===== config.mk =====
export PLATFORM = sky130hd
export DESIGN_NAME = regfile_dump_unit
export DESIGN_NICKNAME = d
export VERILOG_FILES = /design/src/rtl/regfile_dump_unit.sv
export SDC_FILE = /design/constraint.sdc
export NUM_CORES = 1
export LEC_CHECK = 0
export ABC_AREA = 1
export CAP_MARGIN = 20
export CORE_MARGIN = 5
export CORE_UTILIZATION = 35
export CTS_CLUSTER_DIAMETER = 30
export DETAILED_ROUTE_END_ITERATION = 8
export SLEW_MARGIN = 20
export SYNTH_ARGS = -nofsm -noshare
export SYNTH_HDL_FRONTEND = slang
export SYNTH_SLANG_ARGS = --single-unit

===== constraint.sdc =====
create_clock -name clock -period 9 [get_ports clock]
set_input_delay 1.8 -clock clock [delete_from_list [all_inputs] [get_ports clock]]
set_output_delay 1.8 -clock clock [all_outputs]
set_load 0.01 [all_outputs]

===== src/rtl/regfile_dump_unit.sv =====
// -----------------------------------------------------------------------------
// regfile_dump_unit
//
// Purpose
//   Sits behind the multi-cycle RISC-V core. It waits for the core's
//   program-complete flag, or for a watchdog timeout if the program never
//   finishes. It then reads the 32 architectural registers in order through
//   the core's register-file read port and streams them out over a
//   valid/ready interface. A 33rd beat carries the core's cycle count.
//   Benches read this stream instead of peeking into the core hierarchy.
//
// Parameters
//   DATA_W   register / stream data width
//   CNT_W    width of the core's clock_count output
//   TIMEOUT  cycles after reset release to wait for done before forcing a
//            dump (must be >= 2)
//
// Ports
//   clock        in   system clock, rising edge
//   reset        in   asynchronous, active-high reset
//   done         in   core program-complete flag (level)
//   clock_count  in   core cycle counter, sampled once when the dump starts
//   rd_addr      out  register-file read address (registered)
//   rd_data      in   register-file read data, combinational from rd_addr
//   out_valid    out  stream beat valid
//   out_ready    in   downstream accepts the current beat
//   out_data     out  register value, or cycle count on the last beat
//   out_index    out  0..31 register number, 32 for the cycle-count record
//   out_last     out  high on the index-32 beat only
//   busy         out  high while capturing or streaming
//   dump_done    out  sticky: all 33 beats accepted
//   timed_out    out  sticky: the dump was forced by the watchdog
// -----------------------------------------------------------------------------
module regfile_dump_unit #(
    parameter int DATA_W  = 32,
    parameter int CNT_W   = 32,
    parameter int TIMEOUT = 1000
) (
    input  logic              clock,
    input  logic              reset,
    input  logic              done,
    input  logic [CNT_W-1:0]  clock_count,
    output logic [4:0]        rd_addr,
    input  logic [DATA_W-1:0] rd_data,
    output logic              out_valid,
    input  logic              out_ready,
    output logic [DATA_W-1:0] out_data,
    output logic [5:0]        out_index,
    output logic              out_last,
    output logic              busy,
    output logic              dump_done,
    output logic              timed_out
);

    // The watchdog only has to reach TIMEOUT-1, so clog2(TIMEOUT) bits are enough.
    localparam int               WD_W     = $clog2(TIMEOUT);
    localparam logic [WD_W-1:0]  WD_LAST  = WD_W'(TIMEOUT - 1);
    localparam logic [5:0]       LAST_IDX = 6'd32;

    typedef enum logic [1:0] {
        IDLE,
        CAPTURE,
        STREAM,
        FINISH
    } state_t;

    state_t            state;
    logic [WD_W-1:0]   watchdog;
    logic [DATA_W-1:0] count_q;     // cycle count latched in CAPTURE
    logic [5:0]        next_n;      // next stream entry to load, 0..33

    logic [DATA_W-1:0] count_fit;
    logic [DATA_W-1:0] entry_data;
    logic              entry_last;
    logic              load_slot;
    logic              have_entry;
    logic              accept_last;

    // Fit the core's counter to the stream width: zero-extend a narrow
    // counter, keep the low DATA_W bits of a wide one.
    generate
        if (CNT_W >= DATA_W) begin : g_cnt_trunc
            assign count_fit = clock_count[DATA_W-1:0];
        end else begin : g_cnt_ext
            assign count_fit = {{(DATA_W - CNT_W){1'b0}}, clock_count};
        end
    endgenerate

    // The output register can take a new entry when it is empty or when
    // its current beat is being accepted in this cycle.
    assign load_slot   = !out_valid || out_ready;
    assign have_entry  = (next_n <= LAST_IDX);
    assign accept_last = out_valid && out_ready && out_last;

    // Pick the entry for the next load. Entries 0..31 come from the
    // register file, whose address already equals next_n. Entry 32 is the
    // latched cycle count.
    always_comb begin
        // NOTE: every always_comb output gets a default first. Without one,
        // a path that skips the assignment infers a latch.
        entry_data = rd_data;
        entry_last = 1'b0;
        if (next_n == LAST_IDX) begin
            entry_data = count_q;
            entry_last = 1'b1;
        end
    end

    // Control FSM and all registered outputs. rd_addr depends only on
    // state, so there is no combinational path from out_ready to the
    // register file.
    // NOTE: sequential state is written with non-blocking assignments.
    // This lets every register see the pre-edge values of the others,
    // whatever order the statements are in.
    always_ff @(posedge clock or posedge reset) begin
        if (reset) begin
            state     <= IDLE;
            watchdog  <= '0;
            count_q   <= '0;
            next_n    <= '0;
            rd_addr   <= '0;
            out_valid <= 1'b0;
            out_data  <= '0;
            out_index <= '0;
            out_last  <= 1'b0;
            busy      <= 1'b0;
            dump_done <= 1'b0;
            timed_out <= 1'b0;
        end else begin
            case (state)
                IDLE: begin
                    watchdog <= watchdog + 1'b1;
                    rd_addr  <= '0;
                    // done wins over a watchdog expiry in the same cycle,
                    // so timed_out stays clear in that case.
                    if (done) begin
                        state <= CAPTURE;
                        busy  <= 1'b1;
                    end else if (watchdog == WD_LAST) begin
                        timed_out <= 1'b1;
                        state     <= CAPTURE;
                        busy      <= 1'b1;
                    end
                end

                CAPTURE: begin
                    // Later changes on clock_count are ignored.
                    count_q <= count_fit;
                    rd_addr <= '0;
                    next_n  <= '0;
                    busy    <= 1'b1;
                    state   <= STREAM;
                end

                STREAM: begin
                    if (accept_last) begin
                        out_valid <= 1'b0;
                        busy      <= 1'b0;
                        dump_done <= 1'b1;
                        state     <= FINISH;
                    end else if (load_slot && have_entry) begin
                        out_data  <= entry_data;
                        out_index <= next_n;
                        out_last  <= entry_last;
                        out_valid <= 1'b1;
                        next_n    <= next_n + 6'd1;
                        // Set up the read for the following entry. It wraps
                        // to 0 after register 31, and the count beat does
                        // not use it.
                        rd_addr   <= 5'(next_n + 6'd1);
                    end else if (load_slot && !have_entry && out_ready) begin
                        out_valid <= 1'b0;
                    end
                    // With no load, the output register holds its value.
                    // This keeps the beat stable while it is stalled.
                end

                FINISH: begin
                    // Terminal until reset. done cannot start another dump.
                    out_valid <= 1'b0;
                    busy      <= 1'b0;
                    dump_done <= 1'b1;
                end

                default: begin
                    state <= IDLE;
                end
            endcase
        end
    end

endmodule


==> impl_metrics.py, run 1 <==
metrics = {
    "global_routing": {
        "use_met1_pct": 18.7,
        "gr-total-overflow": 0,
        "grt_use_met2_pct": 22.4,
        "busiest_layer": "met2",
        "grt_max_degree": 67,
        "grt_pass1_wl_mm": 17.0,
        "antenna_found_initial": 0,
        "grt_usage_pct": 14.4,
        "met3_usage_pct": 3.00,
        "first_global_vias": 3627,
    },
    "finish": {
        "finish.utilization_pct": 47.7,
        "final_nets": 718,
        "fillerInstances": 1230,
        "multi_input_area_um2": 1640,
        "num_antenna_cells": 0,
        "area_growth_pct": 34.8,
        "register_area_um2": 2450,
        "layout-drive-gt1-share_pct": 3.26,
    },
    "clocking": {
        "cts_root_buf": "clkbuf_16",
        "cts_buffers": 9,
        "cts-resized-gates": 0,
        "cts_sinks": 98,
        "cts_tree": "yes",
        "clockBufferDepth": 2,
        "cts_setup_buffers": 0,
        "clk_pin_slew_ps": 60,
        "hold_buffers": 0,
        "insertion_delay_ps": 330,
        "cts_max_level": 3,
    },
    "synth": {
        "syn_avg_cell_area_um2": 8.22,
        "yosysSeqAreaShare_pct": 55.4,
        "ys_top_cells_by_count": "nand2_1 (219), dfrtp_1 (98), o21ai_0 (57)",
        "synth_nets": 614,
        "synthDominantCellAreaShare_pct": 55.4,
        "ys_types": 23,
        "async_flop_share_pct": 100,
        "synth_area_leaders": "dfrtp_1 (55%), nand2_1 (19%), o21ai_0 (6.4%), inv_1 (4.7%), nand3_1 (2.4%)",
        "yosysTopAreaCell": "dfrtp_1",
        "ys_ff_latch": 98,
        "yosysMostFrequentCell": "nand2_1",
        "netlist_area_um2": 4430,
        "synth_ff_type": "dfrtp_1",
        "synth_cells": 539,
        "synth_edf_count": 0,
        "synth_warnings": 0,
    },
    "timing": {
        "rsz0062_at_grt": "false",
        "fin_crit_sh_pct": 42.3,
        "finalHoldViolations": 0,
        "setup_violations": 0,
        "setup_tns_ps": 0,
        "tightest_slew_ps": 755,
        "slew_viol_final": 0,
        "fin_skew_ps": 6.01,
        "relSlewSlack_pct": 49.6,
        "layout_setup_ws_ps": 5190,
        "fmax_mhz": 263,
        "post-route-min-period_ps": 3810,
    },
    "place": {
        "place_ws_ps": 4840,
        "hpwl_mm": 7.37,
        "routabilityCongestion": 0.753,
        "io_buffers": 115,
    },
    "floorplanning": {
        "num_rows": 41,
        "die_height_um": 123,
        "die_x_um": 123,
        "ioPinCount": 116,
        "start_util_pct": 35.4,
        "die-area_um2": 15000,
        "core_um2": 12500,
    },
    "setup_path": {
        "critPathMaxStageDelay_ps": 590,
        "cp.arrival_ps": 4020,
        "r2r_cells": 8,
        "startpoint_type": "input pin",
        "cp.required_ps": 9210,
        "endpoint_kind": "flip-flop",
        "path_common_cell": "nand2_1",
        "r2r_end": "out_last",
        "cpMaxStageDelayCell": "clkinv_2",
        "ff2ff_setup_slack_ps": 6400,
        "r2r-start": "state[0]",
        "path_cells": "clkdlybuf4s50_1 -> nand3_1 -> nand2_1 -> inv_1 -> nand3_4 -> clkinv_2 -> nand2_1 -> nand2_1",
        "critPathBufInv": 3,
        "worst-path-max-fanout": 54,
        "setup.worst_path.class": "input pin to flip-flop",
        "path_delay_family": "buffers and inverters",
    },
    "route": {
        "antenna_left": 0,
        "vias_per_cell": 4.46,
        "first_pass_iters": 4,
        "wl_per_cell_um": 12.8,
        "drt-total-wl_mm": 10.4,
        "vias": 3645,
        "first_iter_violations": 177,
        "drc_errors": 0,
    },
    "run_status": {
        "status": "complete, no violations",
    },
    "worst_hold_path": {
        "min_delay_path_depth": 1,
        "min_from": "timed_out",
        "hold_path_class": "flip-flop to flip-flop",
        "hold_path_end": "timed_out",
    },
    "pwr": {
        "vdd_ir_drop_max_mv": 0.101,
        "power_frac_clock_pct": 21.0,
        "p_int_uw": 1130,
        "swShare_pct": 35.7,
        "power.leakage_uw": 0.00289,
        "finalPower_uw": 1760,
        "power_frac_comb_pct": 39.2,
        "power_density_nw_per_um2": 295,
        "power_frac_seq_pct": 39.8,
        "p_switching_uw": 630,
    },
    "flow_run": {
        "max_cap_viol_count": 0,
    },
}
-- layout make-up --
cell class                 count  share of cell area, %
clock buffer                  10                   4.00
clock inverter                 3                  0.712
inverter                      57                   3.65
multi-input combinational    360                   27.4
sequential                    98                   41.1
tap                          172                   3.60
timing repair buffer         117                   19.5
-- state kept, by name, summed over array words and instances, names as in the netlist, 2 cells and up --
name	flops
count_q	32
out_index	6
rd_addr	5
out_data	32
next_n	6
watchdog	10
state	2
-- worst register-to-register path, delay by kind of cell, from the launching register on --
kind,cells,cell delay [ps]
AND/OR/NAND/NOR,4,910
buffers and inverters,3,810
flip-flops,1,440
adder cells (fa/ha/maj),1,320
-- power by group through the flow --
stage / clock network [µW] / registers, µW / logic (µW)
global route: 400 / 724 / 788
CTS: 381 / 704 / 704
floorplan: 0 / 732 / 378
detailed placement: 0 / 711 / 700
finish: 370 / 701 / 692
global placement: 0 / 705 / 681
-- routing by layer --
layer / vias to the layer above / routed length (µm)
li1: 1873 / -
met1: 1669 / 4650
met2: 82 / 4880
met3: 21 / 538
met4: 0 / 352
met5: - / 0
-- per-stage QoR --
| stage | hold WS [ps] | area [µm²] | cells |
|---|---|---|---|
| 2_1_floorplan | 446 | 4430 | 539 |
| 3_3_place_gp | 463 | 5680 | 804 |
| 3_5_place_dp | 464 | 5680 | 804 |
| 4_1_cts | 477 | 5960 | 817 |
| 5_1_grt | 499 | 5970 | 817 |
| 6_report | 471 | 5970 | 817 |
-- cell families after synthesis --
logic type               Yosys count  synth area share, %
AO/OA/AOI/OAI                     81                 9.26
XOR/XNOR                           9                 1.78
adder cells (fa/ha/maj)            7                 1.98
buffers and inverters             81                 7.96
flip-flops                        98                 55.4
AND/OR/NAND/NOR                  263                 23.7
-- how the worst max path moves through the flow --
stage	startpoint	to	slack, ps	cells past startpoint
detailed placement	out_ready	out_last	4840	8
floorplan	reset	busy	4640	1
global placement	out_ready	out_index[5]	4890	8
global route	out_ready	out_last	4880	8
finish	out_ready	out_last	5190	8
CTS	out_ready	out_last	5180	8
-- cell usage in the layout (no fill, tap or decap), types with 6 or more instances in the layout --
cell type / Yosys / final
ha_1: 7 / 6
nor2_1: 14 / 14
xor2_1: 6 / 6
dfrtp_1: 98 / 98
nand2_1: 219 / 219
o21ai_1: 19 / 19
clkbuf_16: 0 / 9
inv_1: 56 / 55
nand3_1: 21 / 21
clkdlybuf4s50_1: 0 / 115
o21ai_0: 57 / 57
Note: power is estimated with default switching activity, not from simulation.
==> run 2, diff against run 1 <==
- clock period: 9 -> 4 ns (I/O delays scaled with it)
==> impl_metrics.py, run 2 (synthesis results as in run 1) <==
metrics = {
    "worst_hold_path": {
        "hold_path_class": "flip-flop to flip-flop",
    },
    "setup_path": {
        "cp.arrival_ps": 2500,
        "cp.required_ps": 4220,
        "endpoint_kind": "flip-flop",
        "path_delay_family": "buffers and inverters",
        "critPathBufInv": 3,
        "setup.worst_path.class": "input pin to flip-flop",
        "critPathMaxStageDelay_ps": 510,
        "startpoint_type": "input pin",
        "path_common_cell": "nand2_1",
        "cpMaxStageDelayCell": "clkdlybuf4s50_1",
        "path_cells": "clkdlybuf4s50_1 -> nand3_1 -> nand2_1 -> inv_1 -> nand3_4 -> buf_4 -> nand2_1 -> nand2_1 -> nand2_1",
        "worst-path-max-fanout": 53,
    },
    "pwr": {
        "finalPower_uw": 3950,
        "power_density_nw_per_um2": 660,
        "vdd_ir_drop_max_mv": 0.218,
        "power.leakage_uw": 0.00290,
    },
    "finish": {
        "layout-drive-gt1-share_pct": 3.70,
        "final_cell_mix": "nand2_1 (219), clkdlybuf4s50_1 (115), dfrtp_1 (98)",
        "num_antenna_cells": 0,
        "finish.utilization_pct": 47.8,
        "layout_commonest_cell": "nand2_1",
        "area_growth_pct": 35.1,
        "fillerInstances": 1264,
        "final_nets": 720,
        "reg_top3": "count_q: 32 flops, out_data: 32 flops, watchdog: 10 flops",
    },
    "clocking": {
        "clockBufferDepth": 2,
        "cts_sinks": 98,
        "cts_root_buf": "clkbuf_16",
        "cts_buffers": 9,
        "hold_buffers": 0,
        "cts_max_level": 3,
        "insertion_delay_ps": 340,
        "cts_setup_buffers": 0,
        "cts_tree": "yes",
        "clk_pin_slew_ps": 70,
        "cts-resized-gates": 0,
    },
    "global_routing": {
        "grt_pass1_wl_mm": 17.4,
        "gr-total-overflow": 0,
        "antenna_found_initial": 0,
        "first_global_vias": 3697,
        "grt_usage_pct": 14.7,
        "grt_max_degree": 66,
    },
    "timing": {
        "setup_violations": 0,
        "finalHoldViolations": 0,
        "slew_viol_final": 0,
        "layout_setup_ws_ps": 1720,
        "relSlewSlack_pct": 58.9,
        "fin_skew_ps": 7.30,
        "fmax_mhz": 439,
        "post-route-min-period_ps": 2280,
        "tightest_slew_ps": 617,
        "rsz0062_at_grt": "false",
        "setup_tns_ps": 0,
        "fin_crit_sh_pct": 56.9,
    },
    "route": {
        "dr_wl_met2_mm": 4.88,
        "drt-total-wl_mm": 10.4,
        "first_iter_violations": 187,
        "wl_met3_um": 506,
        "drc_errors": 0,
        "wl_met1_mm": 4.72,
        "vias_per_cell": 4.47,
        "vias": 3667,
        "dr.max_layer_used": "met4",
        "first_pass_iters": 4,
        "antenna_left": 0,
        "wl_per_cell_um": 12.7,
    },
    "floorplanning": {
        "num_rows": 41,
        "die-area_um2": 15000,
        "die_height_um": 123,
        "core_um2": 12500,
        "start_util_pct": 35.4,
        "die_x_um": 123,
        "ioPinCount": 116,
    },
    "place": {
        "routabilityCongestion": 0.794,
        "place_ws_ps": 1360,
        "io_buffers": 115,
        "hpwl_mm": 7.59,
    },
    "run_status": {
        "status": "complete, no violations",
    },
    "flow_run": {
        "max_cap_viol_count": 0,
    },
}
## run 2: cell count changes in the layout (fill, tap and decap cells not counted)
cell,previous run,this run
bufinv_16,1,0
buf_12,0,1
buf_4,2,3
ha_2,0,1
clkinvlp_4,1,2
inv_6,0,1
ha_4,1,0
clkbuf_8,1,2
clkinv_2,2,1
clkbuf_1,0,1
## run 2: stage by stage
stage / instance area (µm²) / cells / hold slack, ps
4_1_cts: 5990 / 821 / 477
3_5_place_dp: 5710 / 806 / 463
5_1_grt: 5990 / 821 / 495
6_report: 5990 / 821 / 472
3_3_place_gp: 5710 / 806 / 460
2_1_floorplan: 4430 / 539 / 446
## run 2: area by class of cell
| class | count | area (µm²) | share of cell area [%] |
|---|---|---|---|
| inverters | 57 | 218 | 3.64 |
| multi-input cells | 360 | 1630 | 27.2 |
| repair buffers | 119 | 1190 | 19.9 |
| clock inverters | 3 | 23.8 | 0.397 |
| clock buffers | 12 | 256 | 4.28 |
| flip-flops and latches | 98 | 2450 | 41.0 |
| well taps | 172 | 215 | 3.59 |
## run 2: final timing paths
path	start	to	slack, ps	depth (start not counted)
worst max-delay path	out_ready	next_n[3]	1720	9
worst min-delay path	watchdog[7]	watchdog[7]	470	1
worst max register to register	state[0]	next_n[3]	2010	9
worst min register to register	watchdog[7]	watchdog[7]	470	1
max in group asynchronous	reset	out_valid	2410	3
min in group asynchronous	reset	count_q[0]	890	2
## run 2: where the power goes
group / internal (µW) / switching (µW) / total (µW)
Sequential: 1390 / 200 / 1590
Combinational: 676 / 876 / 1550
Clock: 455 / 357 / 812
Total: 2520 / 1430 / 3950
## run 2: metal layers
layer / GRT usage [%] / vias to the layer above
met3: 2.90 / 18
met4: 7.35 / 0
met2: 23.7 / 82
li1: - / 1881
met5: 0 / -
met1: 18.8 / 1686
